$ cat src/rtl/signal_debouncer_if.sv
// signal_debouncer_if: raw level in (master drives), debounced signal/busy/glitch_cnt out (slave drives)
interface signal_debouncer_if #(
  parameter int GLITCH_W = 8
);
  logic                raw_in;
  logic                signal;
  logic                busy;
  logic [GLITCH_W-1:0] glitch_cnt;
  modport master(output raw_in, input signal, busy, glitch_cnt);
  modport slave(input raw_in, output signal, busy, glitch_cnt);
endinterface

$ cat src/rtl/signal_debouncer.sv
// signal_debouncer: synchronizes and debounces bus.raw_in into bus.signal; bus.busy while qualifying, bus.glitch_cnt counts aborted candidates (clk, rst sync active-high)
module signal_debouncer #(
  parameter int SYNC_STAGES     = 2,
  parameter int DEBOUNCE_CYCLES = 4,
  parameter bit RESET_VALUE     = 1'b0,
  parameter int GLITCH_W        = 8
) (
  input logic               clk,
  input logic               rst,
  signal_debouncer_if.slave bus
);
  localparam int CW = $clog2(DEBOUNCE_CYCLES) + 1;
  localparam logic [CW-1:0] TERM = CW'(DEBOUNCE_CYCLES - 1);
  typedef enum logic [1:0] {ST_LOW, WAIT_HIGH, ST_HIGH, WAIT_LOW} state_t;
  localparam state_t RST_ST = RESET_VALUE ? ST_HIGH : ST_LOW;
  logic [SYNC_STAGES-1:0] sync_q, sync_d;
  state_t                 state_q, state_d;
  logic [CW-1:0]          cnt_q, cnt_d;
  logic                   signal_q, signal_d;
  logic [GLITCH_W-1:0]    glitch_q, glitch_d, glitch_inc;
  logic                   s;
  assign s = sync_q[SYNC_STAGES-1];
  assign glitch_inc = &glitch_q ? glitch_q : glitch_q + 1'b1;
  always_comb sync_d = {sync_q[SYNC_STAGES-2:0], bus.raw_in};
  always_comb begin
    state_d  = state_q;
    cnt_d    = cnt_q;
    signal_d = signal_q;
    glitch_d = glitch_q;
    case (state_q)
      ST_LOW:
        if (s) begin
          state_d = WAIT_HIGH;
          cnt_d   = CW'(1);
        end
      WAIT_HIGH:
        if (!s) begin
          state_d  = ST_LOW;
          cnt_d    = '0;
          glitch_d = glitch_inc;
        end else if (cnt_q == TERM) begin
          state_d  = ST_HIGH;
          signal_d = 1'b1;
          cnt_d    = '0;
        end else
          cnt_d = cnt_q + 1'b1;
      ST_HIGH:
        if (!s) begin
          state_d = WAIT_LOW;
          cnt_d   = CW'(1);
        end
      WAIT_LOW:
        if (s) begin
          state_d  = ST_HIGH;
          cnt_d    = '0;
          glitch_d = glitch_inc;
        end else if (cnt_q == TERM) begin
          state_d  = ST_LOW;
          signal_d = 1'b0;
          cnt_d    = '0;
        end else
          cnt_d = cnt_q + 1'b1;
      default: state_d = RST_ST;
    endcase
  end
  always_ff @(posedge clk) begin
    if (rst) begin
      sync_q   <= {SYNC_STAGES{RESET_VALUE}};
      state_q  <= RST_ST;
      cnt_q    <= '0;
      signal_q <= RESET_VALUE;
      glitch_q <= '0;
    end else begin
      sync_q   <= sync_d;
      state_q  <= state_d;
      cnt_q    <= cnt_d;
      signal_q <= signal_d;
      glitch_q <= glitch_d;
    end
  end
  assign bus.signal     = signal_q;
  assign bus.busy       = state_q == WAIT_HIGH || state_q == WAIT_LOW;
  assign bus.glitch_cnt = glitch_q;
endmodule
$ cat src/flat_wrapper.sv
// flat-port wrapper written by rule: the top's interface ports become plain ports
module signal_debouncer_flat 
#(
  parameter int SYNC_STAGES     = 2,
  parameter int DEBOUNCE_CYCLES = 4,
  parameter bit RESET_VALUE     = 1'b0,
  parameter int GLITCH_W        = 8
)
  (clk, rst, bus_raw_in, bus_signal, bus_busy, bus_glitch_cnt);
  signal_debouncer_if #(.GLITCH_W(GLITCH_W)) bus_i ();
  input logic clk;
  input logic rst;
  input wire logic [$bits(bus_i.raw_in)-1:0] bus_raw_in;
  output wire logic [$bits(bus_i.signal)-1:0] bus_signal;
  output wire logic [$bits(bus_i.busy)-1:0] bus_busy;
  output wire logic [$bits(bus_i.glitch_cnt)-1:0] bus_glitch_cnt;
  assign bus_i.raw_in = bus_raw_in;
  assign bus_signal = bus_i.signal;
  assign bus_busy = bus_i.busy;
  assign bus_glitch_cnt = bus_i.glitch_cnt;
  signal_debouncer #(.SYNC_STAGES(SYNC_STAGES), .DEBOUNCE_CYCLES(DEBOUNCE_CYCLES), .RESET_VALUE(RESET_VALUE), .GLITCH_W(GLITCH_W)) u_core (.clk(clk), .rst(rst), .bus(bus_i));
endmodule
$ cat config.mk
export PLATFORM = sky130hd
export DESIGN_NAME = signal_debouncer_flat
export DESIGN_NICKNAME = d
export VERILOG_FILES = /design/src/rtl/signal_debouncer_if.sv /design/src/rtl/signal_debouncer.sv /design/src/flat_wrapper.sv
export SDC_FILE = /design/constraint.sdc
export NUM_CORES = 1
export LEC_CHECK = 0
export CAP_MARGIN = 20
export CORE_MARGIN = 3
export CORE_UTILIZATION = 50
export DETAILED_ROUTE_END_ITERATION = 10
export GPL_TIMING_DRIVEN = 0
export PLACE_DENSITY_LB_ADDON = 0.2
export RECOVER_POWER = 100
export SLEW_MARGIN = 20
export SYNTH_ARGS = -nofsm -noshare
export SYNTH_HDL_FRONTEND = slang
export SYNTH_SLANG_ARGS = --single-unit
$ cat constraint.sdc
create_clock -name clk -period 1.78 [get_ports clk]
set_input_delay 0.267 -clock clk [delete_from_list [all_inputs] [get_ports clk]]
set_output_delay 0.267 -clock clk [all_outputs]
set_load 0.02 [all_outputs]
==> impl_metrics.tcl <==
set metrics [dict create \
    met2_length_um 650 \
    place_congestion 0.745 \
    antenna_found_initial 0 \
    cp-start-kind "flop" \
    fin_skew_ns 0.00607 \
    hold_path_class "reg -> reg" \
    port_buffers 12 \
    dieArea_sq_um 2050 \
    ant_nets 0 \
    fp.dieH_um 45.2 \
    drtPass1Iterations 4 \
    core-area_sq_um 1370 \
    hpwl_um 1150 \
    cp-end-kind "primary output" \
    grt_start_max_net_pins 11 \
    synth_enable_flop_cells 0 \
    fin_nets 102 \
    yosysTopAreaCell "dfxtp_1" \
    dpl_worst_slack_ns 0.150 \
    crit_type "reg -> out" \
    cts_resized 0 \
    max_freq_mhz 595 \
    cts_sinks 16 \
    post-place-cells 107 \
    start_util_pct 56.3 \
    vdd_drop_max_v 0.000426 \
    slew_headroom_pct 54.6 \
    ys.flop_type "dfxtp_1" \
    drive_above_1_share_pct 6.32 \
    drv_cap 0 \
    tritoncts "done" \
    outcome "finished clean" \
    clkTransAtPathRegs_ns 0.09 \
    grt_overflow 0 \
    finalWirelength_um 1570 \
    clk_path_buf_depth 2 \
    wl_met3_um 94 \
    fin_crit_sh_pct 94.5 \
    yosysUniqueCellTypes 29 \
    yosys_warnings 0 \
    rows 13 \
    leakage_uw 0.000356 \
    seq_area_frac_synth_pct 41.6 \
    top_layer "met4" \
    htree_levels 1 \
    period_minus_slack_ns 1.68 \
    cts_made_buffers 3 \
    final_cells 110 \
    power_density_nw_per_um2 670 \
    synthTopCellsByCount "dfxtp_1, a211oi_1, nor3_1" \
    post_cts_buffers 0 \
    worst_slack_ns 0.0987 \
    ys_top_cells_by_area "dfxtp_1, a211oi_1, a41oi_1, and4_1, and3_1" \
    rsz0062_at_grt "no" \
    cts_hold_buf 0 \
    worstPathRequired_ns 1.51 \
    num_io_pins 13 \
    wl_per_cell_um 14.3 \
    antenna_cells 0 \
    synth-async-reset-ratio_pct 0 \
    slew_viol_final 0 \
    hold_viol_final 0 \
    setup_viol_count_final 0 \
    via_count 675 \
    grt_pass1_vias 582 \
    ys_seq_elements 16 \
    synth_top_area_share_pct 41.6 \
    viasPerCell 6.14 \
    grt_pass1_wl_um 2660 \
    netlist_instances 80 \
    clk_latency_ns 0.28 \
    syn_area_sq_um 769 \
    die_w_um 45.2 \
    synth_most_common_cell "dfxtp_1" \
    arrival_ns 1.41 \
    syn_area_per_cell_sq_um 9.62 \
    met1Wirelength_um 802 \
    fin_setup_tns_ns 0 \
    worst_pin_slew_ns 0.678 \
    grt_usage_pct 17.9 \
    synthesis.nets 85 \
    crit_path_max_fanout 4 \
    cts_root_buffer "clkbuf_4" \
    drc_errors 0 \
    syn_to_final_growth_pct 18.7 \
    dr.first_iter.drc_count 12 \
]
-- stage by stage --
step | util [%] | hold WS, ns | cell area (sq um) | total power, uW
after CTS | 68.1 | 0.458 | 931 | 621
after floorplan | - | 0.339 | 769 | 413
after detailed placement | 66.5 | 0.429 | 908 | 437
after global routing | 66.8 | 0.464 | 913 | 640
after global placement | 66.5 | 0.418 | 908 | 435
final | 66.8 | 0.455 | 913 | 612
-- registers in the layout, indices dropped and copies added, names as in the netlist, named ones only --
register and flops:
u_core.state_q 1, u_core.bus.signal 1, u_core.bus.glitch_cnt 8, u_core.cnt_q 3, u_core.sync_q 2
-- final timing paths --
check	end	cells past startpoint	startpoint	slack, ns
setup reg to reg	u_core.bus.glitch_cnt[0]	4	u_core.bus.glitch_cnt[0]	0.13
setup / recovery	bus_busy	2	u_core.state_q[0]	0.1
hold reg to reg	u_core.sync_q[1]	1	u_core.sync_q[0]	0.45
hold / removal	u_core.sync_q[1]	1	u_core.sync_q[0]	0.45
-- cells in the final DEF (no fill, tap or decap) --
| cell | netlist | final |
|---|---|---|
| nor2_1 | 4 | 4 |
| nor4_1 | 2 | 2 |
| nand2_1 | 4 | 4 |
| and3_1 | 4 | 4 |
| ha_1 | 2 | 2 |
| a2111oi_0 | 0 | 1 |
| nand4_1 | 2 | 2 |
| and3b_1 | 1 | 1 |
| inv_1 | 2 | 2 |
| dfxtp_1 | 16 | 16 |
| nor2b_1 | 3 | 3 |
| nand3_1 | 3 | 3 |
| a21oi_1 | 4 | 4 |
| xor2_1 | 0 | 1 |
| dlygate4sd3_1 | 0 | 9 |
| and4_1 | 3 | 3 |
| clkbuf_1 | 3 | 3 |
| o211a_1 | 1 | 1 |
| buf_2 | 1 | 1 |
| a211oi_1 | 6 | 6 |
| o31ai_1 | 1 | 1 |
| mux2_1 | 0 | 1 |
| xnor2_2 | 1 | 1 |
| a41oi_1 | 3 | 3 |
| a31oi_1 | 1 | 1 |
| clkbuf_4 | 0 | 3 |
| a211oi_2 | 1 | 1 |
| o311ai_0 | 1 | 1 |
| nand3b_1 | 1 | 1 |
| clkdlybuf4s50_1 | 0 | 3 |
| mux2i_1 | 2 | 2 |
| nor3_1 | 5 | 5 |
-- critical path: stages (launching register included) --
cell           delay [ns]
dfxtp_1              0.36
clkbuf_1             0.10
dlygate4sd3_1        0.66
-- metal layers --
layer	vias up	track usage, %
li1	341	-
met3	5	3.98
met1	302	26.0
met2	27	25.4
met5	-	0
met4	0	7.02
-- kinds of logic (layout without fill, tap and decap cells) --
family                   Yosys count  after routing  share of synthesized area, %
XOR/XNOR                           2              2                          4.23
flip-flops                        16             16                          41.6
buffers and inverters              6             21                          3.09
multiplexers                       3              3                          4.55
AND/OR/NAND/NOR                   32             32                          23.6
adder cells (fa/ha/maj)            2              2                          3.25
AO/OA/AOI/OAI                     19             19                          19.7
-- layout make-up --
class	count	area, sq um
inverter	2	7.51
fill	128	453
buffer	4	16.3
tap	15	18.8
sequential	16	320
multi-input combinational	58	408
clock buffer	3	22.5
timing repair buffer	12	120
-- report_power, final --
| group | switching, uW | internal, uW |
|---|---|---|
| Combinational | 28.3 | 20.5 |
| Sequential | 7.06 | 367 |
| Clock | 111 | 78.6 |
| Total | 146 | 466 |
Power figures use the tool's default switching activity.
